`src/rtl/leaf_out_arbiter_pkg.sv`:
```
// Shared definitions for the leaf output arbiter: packet field offsets, FSM encoding, credit arithmetic.
package leaf_out_arbiter_pkg;

    typedef enum logic {
        ST_EMPTY = 1'b0,
        ST_FULL  = 1'b1
    } state_e;

    // Packet layout, LSB first: payload | seq | dest_port | dest_leaf | valid
    function automatic int pkt_seq_lsb(input int payload_bits);
        return payload_bits;
    endfunction

    function automatic int pkt_dport_lsb(input int payload_bits, input int addr_bits);
        return payload_bits + addr_bits;
    endfunction

    function automatic int pkt_leaf_lsb(input int payload_bits, input int addr_bits, input int port_bits);
        return payload_bits + addr_bits + port_bits;
    endfunction

    function automatic int pkt_valid_bit(input int payload_bits, input int addr_bits,
                                         input int port_bits, input int leaf_bits);
        return payload_bits + addr_bits + port_bits + leaf_bits;
    endfunction

    // Credit after one cycle of optional return and optional send, clamped at cmax.
    function automatic int sat_credit(input int cur, input logic ret, input logic dec,
                                      input int quantum, input int cmax);
        int sum;
        sum = cur + (ret ? quantum : 0) - (dec ? 1 : 0);
        return (sum > cmax) ? cmax : sum;
    endfunction

endpackage

```
`src/rtl/leaf_out_arbiter_rr_arbiter.sv`:
```
// Combinational round-robin picker: search begins at the requester after last_i and wraps.
module rr_arbiter #(
    parameter int N  = 4,
    parameter int IW = 2
) (
    input  logic [N-1:0]  req_i,
    input  logic [IW-1:0] last_i,
    output logic [N-1:0]  gnt_oh_o,
    output logic [IW-1:0] gnt_idx_o,
    output logic          gnt_vld_o
);

    logic found;

    always_comb begin
        found     = 1'b0;
        gnt_oh_o  = '0;
        gnt_idx_o = '0;
        for (int k = 1; k <= N; k++) begin
            for (int j = 0; j < N; j++) begin
                if (!found && req_i[j] && (j == (int'(last_i) + k) % N)) begin
                    found       = 1'b1;
                    gnt_oh_o[j] = 1'b1;
                    gnt_idx_o   = IW'(j);
                end
            end
        end
        gnt_vld_o = found;
    end

endmodule

```
`src/rtl/leaf_out_arbiter.sv`:
```
// Merges NUM_OUT_PORTS credit-limited user streams into one registered BFT packet lane.
// One-cycle latency; a stalled lane (out_ready=0) freezes the held packet and withholds all acks.
module leaf_out_arbiter
    import leaf_out_arbiter_pkg::*;
#(
    parameter int PACKET_BITS           = 49,
    parameter int PAYLOAD_BITS          = 32,
    parameter int NUM_OUT_PORTS         = 4,
    parameter int NUM_LEAF_BITS         = 5,
    parameter int NUM_PORT_BITS         = 4,
    parameter int NUM_ADDR_BITS         = 7,
    parameter int CREDIT_BITS           = 8,
    parameter int FREESPACE_UPDATE_SIZE = 64
) (
    input  logic                                  clk,
    input  logic                                  reset,
    input  logic [NUM_OUT_PORTS*PAYLOAD_BITS-1:0] din_user,
    input  logic [NUM_OUT_PORTS-1:0]              vld_user,
    output logic [NUM_OUT_PORTS-1:0]              ack_user,
    input  logic                                  cfg_wr,
    input  logic [NUM_PORT_BITS-1:0]              cfg_port,
    input  logic [NUM_LEAF_BITS-1:0]              cfg_leaf,
    input  logic [NUM_PORT_BITS-1:0]              cfg_dport,
    input  logic                                  credit_vld,
    input  logic [NUM_PORT_BITS-1:0]              credit_port,
    output logic [PACKET_BITS-1:0]                dout_pkt,
    input  logic                                  out_ready,
    output logic [NUM_PORT_BITS-1:0]              grant_port
);

    localparam int SEQ_LSB    = pkt_seq_lsb(PAYLOAD_BITS);
    localparam int DPORT_LSB  = pkt_dport_lsb(PAYLOAD_BITS, NUM_ADDR_BITS);
    localparam int LEAF_LSB   = pkt_leaf_lsb(PAYLOAD_BITS, NUM_ADDR_BITS, NUM_PORT_BITS);
    localparam int VALID_BIT  = pkt_valid_bit(PAYLOAD_BITS, NUM_ADDR_BITS, NUM_PORT_BITS, NUM_LEAF_BITS);
    localparam int CREDIT_MAX = (1 << CREDIT_BITS) - 1;

    state_e                   state_q, state_d;
    logic [NUM_OUT_PORTS-1:0] cfg_q, cfg_d;
    logic [NUM_LEAF_BITS-1:0] leaf_q   [NUM_OUT_PORTS];
    logic [NUM_LEAF_BITS-1:0] leaf_d   [NUM_OUT_PORTS];
    logic [NUM_PORT_BITS-1:0] dport_q  [NUM_OUT_PORTS];
    logic [NUM_PORT_BITS-1:0] dport_d  [NUM_OUT_PORTS];
    logic [NUM_ADDR_BITS-1:0] seq_q    [NUM_OUT_PORTS];
    logic [NUM_ADDR_BITS-1:0] seq_d    [NUM_OUT_PORTS];
    logic [CREDIT_BITS-1:0]   credit_q [NUM_OUT_PORTS];
    logic [CREDIT_BITS-1:0]   credit_d [NUM_OUT_PORTS];
    logic [NUM_PORT_BITS-1:0] last_q, last_d, grant_q, grant_d;
    logic [PACKET_BITS-1:0]   pkt_q, pkt_d;

    logic [NUM_OUT_PORTS-1:0] eligible, gnt_oh, sent, returned;
    logic [NUM_PORT_BITS-1:0] gnt_idx;
    logic                     gnt_vld, can_load, fire;

    always_comb begin
        eligible = '0;
        returned = '0;
        for (int i = 0; i < NUM_OUT_PORTS; i++) begin
            eligible[i] = vld_user[i] && cfg_q[i] && (credit_q[i] != '0);
            returned[i] = credit_vld && cfg_q[i] && (credit_port == NUM_PORT_BITS'(i));
        end
    end

    rr_arbiter #(
        .N  (NUM_OUT_PORTS),
        .IW (NUM_PORT_BITS)
    ) u_rr (
        .req_i     (eligible),
        .last_i    (last_q),
        .gnt_oh_o  (gnt_oh),
        .gnt_idx_o (gnt_idx),
        .gnt_vld_o (gnt_vld)
    );

    assign can_load = (state_q == ST_EMPTY) || out_ready;
    assign fire     = can_load && gnt_vld;
    assign sent     = fire ? gnt_oh : '0;

    always_ff @(posedge clk or posedge reset) begin
        if (reset) state_q <= ST_EMPTY;
        else       state_q <= state_d;
    end

    always_comb begin
        state_d = state_q;
        if (can_load) state_d = gnt_vld ? ST_FULL : ST_EMPTY;
    end

    always_comb begin
        ack_user   = sent;
        dout_pkt   = pkt_q;
        grant_port = grant_q;
    end

    always_comb begin
        pkt_d   = pkt_q;
        grant_d = grant_q;
        last_d  = last_q;
        if (can_load) begin
            pkt_d = '0;
            if (gnt_vld) begin
                grant_d          = gnt_idx;
                last_d           = gnt_idx;
                pkt_d[VALID_BIT] = 1'b1;
                for (int i = 0; i < NUM_OUT_PORTS; i++) begin
                    if (gnt_oh[i]) begin
                        pkt_d[LEAF_LSB +: NUM_LEAF_BITS]  = leaf_q[i];
                        pkt_d[DPORT_LSB +: NUM_PORT_BITS] = dport_q[i];
                        pkt_d[SEQ_LSB +: NUM_ADDR_BITS]   = seq_q[i];
                        pkt_d[0 +: PAYLOAD_BITS]          = din_user[i*PAYLOAD_BITS +: PAYLOAD_BITS];
                    end
                end
            end
        end
    end

    // A configuration write wins over a same-cycle send or credit return on that port.
    always_comb begin
        cfg_d = cfg_q;
        for (int i = 0; i < NUM_OUT_PORTS; i++) begin
            leaf_d[i]   = leaf_q[i];
            dport_d[i]  = dport_q[i];
            seq_d[i]    = sent[i] ? seq_q[i] + 1'b1 : seq_q[i];
            credit_d[i] = CREDIT_BITS'(sat_credit(int'(credit_q[i]), returned[i], sent[i],
                                                  FREESPACE_UPDATE_SIZE, CREDIT_MAX));
            if (cfg_wr && (cfg_port == NUM_PORT_BITS'(i))) begin
                cfg_d[i]    = 1'b1;
                leaf_d[i]   = cfg_leaf;
                dport_d[i]  = cfg_dport;
                seq_d[i]    = '0;
                credit_d[i] = CREDIT_BITS'(CREDIT_MAX);
            end
        end
    end

    always_ff @(posedge clk or posedge reset) begin
        if (reset) begin
            cfg_q   <= '0;
            last_q  <= NUM_PORT_BITS'(NUM_OUT_PORTS - 1);
            grant_q <= '0;
            pkt_q   <= '0;
            for (int i = 0; i < NUM_OUT_PORTS; i++) begin
                leaf_q[i]   <= '0;
                dport_q[i]  <= '0;
                seq_q[i]    <= '0;
                credit_q[i] <= '0;
            end
        end else begin
            cfg_q   <= cfg_d;
            last_q  <= last_d;
            grant_q <= grant_d;
            pkt_q   <= pkt_d;
            for (int i = 0; i < NUM_OUT_PORTS; i++) begin
                leaf_q[i]   <= leaf_d[i];
                dport_q[i]  <= dport_d[i];
                seq_q[i]    <= seq_d[i];
                credit_q[i] <= credit_d[i];
            end
        end
    end

endmodule

```
`config.mk`:
```
export PLATFORM = sky130hd
export DESIGN_NAME = leaf_out_arbiter
export DESIGN_NICKNAME = d
export VERILOG_FILES = /design/src/rtl/leaf_out_arbiter_pkg.sv /design/src/rtl/leaf_out_arbiter_rr_arbiter.sv /design/src/rtl/leaf_out_arbiter.sv
export SDC_FILE = /design/constraint.sdc
export NUM_CORES = 1
export LEC_CHECK = 0
export ABC_AREA = 1
export BUFFER_PORTS_ARGS = -buffer_cell sky130_fd_sc_hd__buf_2
export CAP_MARGIN = 30
export CORE_ASPECT_RATIO = 1.1
export CORE_MARGIN = 8
export CORE_UTILIZATION = 56
export DETAILED_ROUTE_END_ITERATION = 12
export GPL_TIMING_DRIVEN = 1
export PLACE_DENSITY = 0.81
export SYNTH_ARGS = -nofsm -noshare
export SYNTH_HDL_FRONTEND = slang
export SYNTH_SLANG_ARGS = --single-unit
```
`constraint.sdc`:
```
create_clock -name clk -period 6.81 [get_ports clk]
set_clock_uncertainty 0.1 [all_clocks]
set_input_delay 1.0215 -clock clk [delete_from_list [all_inputs] [get_ports clk]]
set_output_delay 1.0215 -clock clk [all_outputs]
set_load 0.02 [all_outputs]
```
**Word level (Yosys, flattened, before mapping)**

Cells that the tools add are included.

- Magnitude comparators: 4
- Bitwise logic cells: 5
- $add $sub $neg: 16
- Reduce and logical (&&, ||, !) cells: 87
- Equal/unequal tests: 18
- Mux-type cells: 77

Operators by type and width:

| operator | count |
|---|---|
| 48-bit 2-to-1 mux | 4 |
| 32-bit logical NOT | 4 |
| 7-bit 2-to-1 mux | 12 |
| 8-bit 2-to-1 mux | 8 |
| 1-bit logical AND | 52 |
| 49-bit 2-to-1 mux | 1 |
| 10-bit by 9-bit greater-than comparator with 1-bit output, second input constant | 4 |
| 9-bit by 1-bit subtractor with 10-bit output | 4 |
| 1-bit 2-to-1 mux | 37 |
| 8-bit by 7-bit adder with 9-bit output | 4 |
| 8-bit nonzero test | 4 |
| 7-bit by 1-bit adder with 7-bit output, second input constant | 4 |
| 2-bit 2-to-1 mux | 14 |
| 3-bit == test, first input constant | 8 |
| 4-bit by 2-bit == test with 1-bit output, second input constant | 4 |
| 1-bit logical NOT | 15 |
| 2-bit by 3-bit == test with 1-bit output, first input constant | 4 |
| 4-bit by 1-bit == test with 1-bit output, second input constant | 2 |
| 4-bit logical NOT | 2 |
| 2-bit nonzero test | 4 |
| 2-bit OR reduction | 4 |
| 2-bit by 1-bit adder with 2-bit output, second input constant | 2 |
| 2-bit adder, second input constant | 2 |
| 1-bit AND, first input constant | 4 |
| 4 further kinds | 4 |

- Flip-flop bits (word level): 154
- Word-level logic and storage cells: 231
- Output and inout port bits: 57

**Logic depth before layout (Yosys ltp)**

Gate-level depths: netlist (run 1).

- Depth after elaboration: 73
- Mapped depth: 33
- Gate-level depth less buffers: 33

**By module**

From an unflattened synthesis (run 1), not the netlist that was laid out.

- Cell total of the unflattened synthesis: 1261
- Area total of the unflattened synthesis: 9646.8 µm²

Modules (own cells, without submodules):

| module | seq. area each (µm²) | area each (µm²) | instances | cells an instance |
|---|---|---|---|---|
| leaf_out_arbiter | 3881.2 | 9258.9 | 1 | 1193 |
| rr_arbiter | 0.0 | 387.9 | 1 | 68 |

**Worst setup path before layout (run 1)**

OpenSTA, ideal clock, no wires.

- Path type: input to register
- From: input port vld_user[2]
- To: register credit_q[5] in the netlist's numbering
- Stages: 26
- Data arrival time: 4.244 ns
- Path slack: 2.400 ns
- Setup time: 0.066 ns
- Required time: 6.644 ns
- Cells stage by stage: nand2_1 > inv_1 > nand3_1 > nand2_1 > nor2_1 > nand4_1 > nor2_2 > nand4_4 > nor2_8 > nand4_4 > nand2_8 > a21oi_2 > ha_1 > inv_1 > ha_1 > inv_1 > fa_1 > o31ai_1 > nand2_1 > nand2_1 > a21oi_1 > o21ai_0 > nand2_1 > o21ai_0 > inv_1 > nand2_1

RTL lines:

| item | RTL line | text |
|---|---|---|
| from (decl) | leaf_out_arbiter.sv:18 | `input logic [NUM_OUT_PORTS-1:0] vld_user,` |
| to (signal, indexed assignment) | leaf_out_arbiter.sv:156 | `credit_q[i] <= credit_d[i];` |
| to (decl) | leaf_out_arbiter.sv:45 | `logic [CREDIT_BITS-1:0] credit_q [NUM_OUT_PORTS];` |

==> results.toml, run 1 <==
[status]
status = "finished clean"

[synthesis]
synthAdderAreaFrac_pct = 7.50
synthCells = 1522
synth_compound_gate_area_share_pct = 4.57
syn_avg_cell_area_um2 = 6.84
synth_enable_flop_cells = 0
ys.flop_type = "dfrtp_1"
synthMuxAreaShare_pct = 0
synth-simple-area-share_pct = 34.9
ys_seq_area_share_pct = 36.8
ys_async_sr_fraction_pct = 100
synth_seq_cells = 153
ys_types = 37
synth_warnings = 0
synth_area_um2 = 10400
synth_top_family_by_area = "simple AND/OR/NAND/NOR gates"
synth_xor_area_share_pct = 2.86

[layout]
synthToLayoutAreaGrowth_pct = 17.7
nets = 1918
final_util_pct = 66.8
stdcell_count = 1960
drive_gt1_share_pct = 17.4
n_fill_cell = 1581
antennaDiodeCount = 0

[critical_path]
critPathRequiredTime_ns = 7.08
cp_slowest_cell = "dfrtp_1"
r2r_start = "credit_q[2]$_DFF_PP0_"
reg2reg_to = "credit_q[2]$_DFF_PP0_"
end_kind = "register"
crit_arrival_ns = 5.04
path_max_fanout = 10
crit_path_max_incr_delay_ns = 0.42
reg2reg_depth = 29
ff2ff_setup_slack_ns = 2.04
crit_type = "reg2reg"
setup.worst_path.start_class = "register"

[global_routing]
grt_pass1_wl_mm = 48.7
top_usage_layer = "met2"
grt_util_met3_pct = 6.11
grt_pass1_vias = 9906
grt_max_degree = 91
overflow = 0
grtUsageTotal_pct = 25.6
antenna_found_initial = 0
use_met1_pct = 30.1
grt_use_met2_pct = 43.5

[clock_tree]
insertion_delay_ns = 0.43
cts_tree = "yes"
post_cts_buffers = 0
clkSinkCount = 153
clk_path_buf_depth = 2
cts_root_buffer = "clkbuf_16"
cts_buffers = 17
cts_resized = 0
cts.hold.buffers_added = 0
cts.htree.levels = 4
clk_pin_slew_ns = 0.06

[sta]
setup_tns_ns = 0
setup_viol = 0
max_freq_mhz = 210
rsz0062_at_grt = "no"
slew_viol_final = 0
whs_ns = 0.385
post-route-min-period_ns = 4.77
maxSlewHeadroom_pct = 41.8
worstMarginPinSlew_ns = 0.871
timing.final.ws_setup_ns = 2.04
finalHoldViolCount = 0
fin_crit_sh_pct = 70.0

[die]
die_h_um = 159
start_util_pct = 56.8
io_pins = 211
core_area_um2 = 18300
die_w_um = 146
die_area_um2 = 23200
fp-row-count = 52

[placement]
dp.cells = 1927
port-buffer-count = 208
dp_slack_ns = 1.87
dp_hpwl_mm = 20.3
gp_congestion = 0.867

[flow_run]
drv_cap = 0

[min_path]
hold_path.class = "reg2reg"
hold_end = "dport_q[11]$_DFFE_PP0P_"
min_path_cells = 2
hold_start = "dport_q[11]$_DFFE_PP0P_"

[route]
drt-vias-per-instance = 5.13
route.detailed.drc = 0
routedWlPerCell_um = 15.0
drtIter0Drc = 714
drt-total-wl_mm = 29.3
firstDrtPassIters = 5
via_count = 10100
ant_nets = 0

[pwr]
p_per_area_nw_per_um2 = 453
leakagePower_nw = 7.31
ir_worst_vdd_uv = 285
[routing by layer]
| metal | share of wire (%) | vias to the layer above |
|---|---|---|
| met5 | 0 | - |
| met4 | 3.4 | 0 |
| met3 | 7.4 | 69 |
| met2 | 48 | 377 |
| met1 | 41 | 4622 |
| li1 | - | 4995 |
[kinds of logic after synthesis]
logic type / after synthesis
AO/OA/AOI/OAI: 89
XOR/XNOR: 34
adder cells (fa/ha/maj): 60
buffers and inverters: 339
flip-flops: 153
other: 1
AND/OR/NAND/NOR: 846
[sequential cells by signal, indices dropped and copies added, names as in the netlist]
name / flops
state_q: 1
grant_port: 2
leaf_q: 20
seq_q: 28
credit_q: 32
dout_pkt: 48
cfg_q: 4
dport_q: 16
last_q: 2
[cell usage after synthesis (all sizes together), types with 11 or more instances]
cell type / number / area (µm²)
a21oi: 24 / 128
buf: 37 / 256
clkbuf: 23 / 86.3
dfrtp: 151 / 3780
ha: 56 / 701
inv: 269 / 1010
nand2: 589 / 2240
nand3: 159 / 806
nand4: 21 / 174
nor2: 49 / 236
o21ai: 56 / 280
xnor2: 11 / 96.3
xor2: 23 / 201
[report_power, final]
group	total (mW)	internal [mW]	switching [mW]	leakage [nW]
registers	1.43	1.23	0.203	1.83
clock network	1.07	0.674	0.393	0.321
logic	3.06	1.01	2.05	5.16
total	5.55	2.91	2.65	7.31
[layout by cell type (no fill, tap or decap), types with 11 or more instances in the layout]
cell type and n:
a21oi_1 21, buf_2 208, buf_4 12, clkbuf_16 17, dfrtp_1 151, ha_1 56
inv_1 260, nand2_1 582, nand3_1 157, nand4_1 17, nor2_1 41, o21ai_0 52
xnor2_1 11, xor2_1 23
[how the worst max path moves through the flow]
stage,startpoint,endpoint,cells past startpoint
3_5_place_dp,vld_user[3],credit_q[4]$_DFF_PP0_,27
6_report,credit_q[2]$_DFF_PP0_,credit_q[2]$_DFF_PP0_,29
5_1_grt,credit_q[2]$_DFF_PP0_,credit_q[2]$_DFF_PP0_,29
3_3_place_gp,vld_user[2],credit_q[4]$_DFF_PP0_,27
4_1_cts,credit_q[2]$_DFF_PP0_,credit_q[6]$_DFF_PP0_,29
2_1_floorplan,reset,cfg_q[0]$_DFFE_PP0P_,1
[worst max-delay path, delay by kind of cell, from the launching register on]
family / cells / cell delay, ns
AOI/OAI and AO/OA: 5 / 0.96
adders and majority gates: 4 / 0.94
buffers and inverters: 5 / 0.40
DFF: 1 / 0.42
and+or+nand+nor: 15 / 1.90
[final cells by class]
class	instances	area (µm²)	area share, %
Tap cell	243	304	2.48
Sequential cell	153	3830	31.3
Timing Repair Buffer	222	1170	9.58
Clock buffer	19	453	3.70
Inverter	279	1050	8.59
Multi-Input combinational cell	1031	5220	42.6
Clock inverter	13	214	1.75
[per-stage QoR]
stage	total power [mW]	cell area, µm²
finish	5.55	12300
global placement	4.37	11500
floorplan	3.70	10400
global route	6.06	12300
detailed placement	4.45	11600
CTS	5.56	12200
Power figures use the tool's default switching activity.
==> run 2, diff against run 1 <==
--- a/config.mk
+++ b/config.mk
@@ -5,15 +5,15 @@
 export SDC_FILE = /design/constraint.sdc
 export NUM_CORES = 1
 export LEC_CHECK = 0
-export ABC_AREA = 1
+export ABC_AREA = 0
 export BUFFER_PORTS_ARGS = -buffer_cell sky130_fd_sc_hd__buf_2
 export CAP_MARGIN = 30
 export CORE_ASPECT_RATIO = 1.1
 export CORE_MARGIN = 8
-export CORE_UTILIZATION = 56
+export CORE_UTILIZATION = 49
 export DETAILED_ROUTE_END_ITERATION = 12
 export GPL_TIMING_DRIVEN = 1
-export PLACE_DENSITY = 0.81
+export PLACE_DENSITY = 0.77
 export SYNTH_ARGS = -nofsm -noshare
 export SYNTH_HDL_FRONTEND = slang
 export SYNTH_SLANG_ARGS = --single-unit
==> constraint.sdc (replaced) <==
create_clock -name clk -period 3.9 [get_ports clk]
set_clock_uncertainty 0.1 [all_clocks]
set_input_delay 0.585 -clock clk [delete_from_list [all_inputs] [get_ports clk]]
set_output_delay 0.585 -clock clk [all_outputs]
set_load 0.02 [all_outputs]
==> results.toml, run 2 <==
[critical_path]
end_kind = "register"
path_max_fanout = 8
critPathRequiredTime_ns = 4.14
critical_path.top_delay_family = "compound AO/OA/AOI/OAI gates"
worst-path-buf-inv = 3
crit_arrival_ns = 3.95
crit_type = "reg2reg"
setup.worst_path.start_class = "register"
cp_slowest_cell = "dfrtp_1"
crit_chain = "inv_1 > ha_1 > nand4bb_4 > o31a_1 > o41ai_4 > nor3_2 > ha_1 > inv_1 > ha_1 > inv_1 > fa_1 > o21bai_1 > a21oi_1 > o31a_1 > o21ai_2 > nand3_4 > nand3_1"
crit_path_max_incr_delay_ns = 0.41

[clock_tree]
cts_tree = "yes"
clk_pin_slew_ns = 0.06
cts.htree.levels = 4
clkSinkCount = 153
clk_path_buf_depth = 2
cts_root_buffer = "clkbuf_16"
insertion_delay_ns = 0.42
cts_buffers = 17

[layout]
layout_commonest_cell = "buf_2"
nets = 1400
synthToLayoutAreaGrowth_pct = 22.9
n_fill_cell = 1525
drive_gt1_share_pct = 25.0
largest_reg_flops = 48
mostFrequentLayoutCells = "buf_2, nand2_1, dfrtp_1, inv_1, o21ai_0"
antennaDiodeCount = 0

[synthesis]
yosysMostFrequentCell = "nand2_1"
synth_area_um2 = 8950
syn_avg_cell_area_um2 = 9.00
synth_enable_flop_cells = 0
synth_commonest_cells = "nand2_1, dfrtp_1, inv_1"
synth_warnings = 0
ys.flop_type = "dfrtp_1"
ys_seq_area_share_pct = 42.8
synth_top_area_cell = "dfrtp_1"
synth_area_leaders = "dfrtp_1, ha_1, nand2_1"
ys_async_sr_fraction_pct = 100
ys_types = 68
synthCells = 994
synth_seq_cells = 153
synth_top_area_share_pct = 42.2

[route]
route.detailed.drc = 0
ant_nets = 0
drt-vias-per-instance = 5.80
routedWlPerCell_um = 19.1
drt-total-wl_mm = 27.5
drtIter0Drc = 518
via_count = 8363
firstDrtPassIters = 6

[pwr]
p_per_area_nw_per_um2 = 682
ir_worst_vdd_uv = 377
power_mw = 7.50
leakagePower_nw = 5.31

[sta]
maxSlewHeadroom_pct = 38.2
post-route-min-period_ns = 3.72
rsz0062_at_grt = "yes"
worstMarginPinSlew_ns = 0.927
slew_viol_final = 0
setup_viol = 0
max_freq_mhz = 269
timing.final.ws_setup_ns = 0.184
finalHoldViolCount = 0
fin_crit_sh_pct = 95.3

[global_routing]
grt_max_degree = 154
antenna_found_initial = 1
grt_pass1_vias = 8337
overflow = 0
grt_pass1_wl_mm = 42.2
grtUsageTotal_pct = 23.6

[placement]
port-buffer-count = 208
dp_hpwl_mm = 19.3
gp_congestion = 0.882
dp_slack_ns = 0.00916

[die]
fp-row-count = 52
die_area_um2 = 22800
start_util_pct = 49.3
die_h_um = 158
io_pins = 211
die_w_um = 145
core_area_um2 = 18200

[status]
status = "finished clean"

[flow_run]
drv_cap = 0

[min_path]
hold_path.class = "in2async"
## run 2: cell count changes after synthesis, sizes merged, moves of 10 or more
cell | previous run | this run
a221oi | 0 | 46
a22oi | 0 | 49
nand3 | 159 | 45
nor2 | 49 | 35
clkbuf | 23 | 37
inv | 269 | 65
clkinv | 10 | 0
nand2 | 589 | 181
buf | 37 | 23
xor2 | 23 | 4
xnor2 | 11 | 32
nor3 | 8 | 50
nand4 | 21 | 6
## run 2: where the power goes
group / leakage, nW / switching, mW / total [mW] / internal [mW]
Sequential: 1.87 / 0.352 / 2.41 / 2.06
Clock: 0.308 / 0.684 / 1.80 / 1.12
Combinational: 3.13 / 1.97 / 3.29 / 1.32
Total: 5.31 / 3.00 / 7.50 / 4.49
## run 2: timing repair
| item | in CTS | in global routing |
|---|---|---|
| setup endpoints to repair | 6 | 27 |
| setup buffers | 0 | 1 |
| hold buffers | 0 | 0 |
| resized for setup | 1 | 17 |
| pin swaps | 0 | 6 |
## run 2: path summary, 6_finish.rpt
check,cells after the start,startpoint,end,slack [ns]
worst min register to register,2,leaf_q[12]$_DFFE_PP0P_,leaf_q[12]$_DFFE_PP0P_,0.37
worst max register to register,17,credit_q[18]$_DFF_PP0_,credit_q[28]$_DFF_PP0_,0.18
worst max-delay path,17,credit_q[18]$_DFF_PP0_,credit_q[28]$_DFF_PP0_,0.18
max in group asynchronous,3,reset,seq_q[24]$_DFFE_PP0P_,2.72
min in group clk,3,cfg_leaf[2],leaf_q[2]$_DFFE_PP0P_,0.30
worst min-delay path,3,reset,dout_pkt[31]$_DFFE_PP0P_,0.23
## run 2: stage by stage
stage	hold slack [ns]	area, µm²	setup TNS [ns]	cells	util (%)
after floorplan	0.346	8950	0	995	-
after global placement	0.357	10300	0	1409	56.5
after detailed placement	0.363	10300	0	1409	56.5
after CTS	0.291	10900	0	1441	60.1
after global routing	0.305	11000	-0.0969	1442	60.6
final	0.227	11000	0	1442	60.6
## run 2: cell families (layout without fill, tap and decap cells)
family | after synthesis | after routing | share of synthesized area [%]
AOI/OAI and AO/OA | 242 | 242 | 18.8
xor gates and xnor gates | 36 | 36 | 3.52
adders and majority gates | 60 | 60 | 8.73
buffers and inverters | 125 | 329 | 5.75
DFF | 153 | 153 | 42.8
muxes | 2 | 2 | 0.224
other | 1 | 2 | 0.0419
and+or+nand+nor | 375 | 375 | 20.1
## run 2: final cells by class
type                       instances  area, µm²  share of cell area [%]
multi-input combinational        717       4720                    43.0
sequential                       153       3830                    34.8
tap                              243        304                    2.76
timing repair buffer             232       1250                    11.3
clock inverter                    12        188                    1.71
inverter                          65        248                    2.25
clock buffer                      20        457                    4.15
## run 2: routing by layer
layer / global-route usage [%] / vias to the layer above / part of all wire, %
li1: - / 3932 / -
met2: 41.3 / 366 / 50
met4: 10.4 / 2 / 3.3
met3: 5.97 / 73 / 9.4
met1: 26.5 / 3990 / 38
met5: 0 / - / 0.058
## run 2: tightest hold or removal path: stages
cell and delay [ns]:
buf_2 0.11, clkinvlp_4 0.07, buf_12 0.48
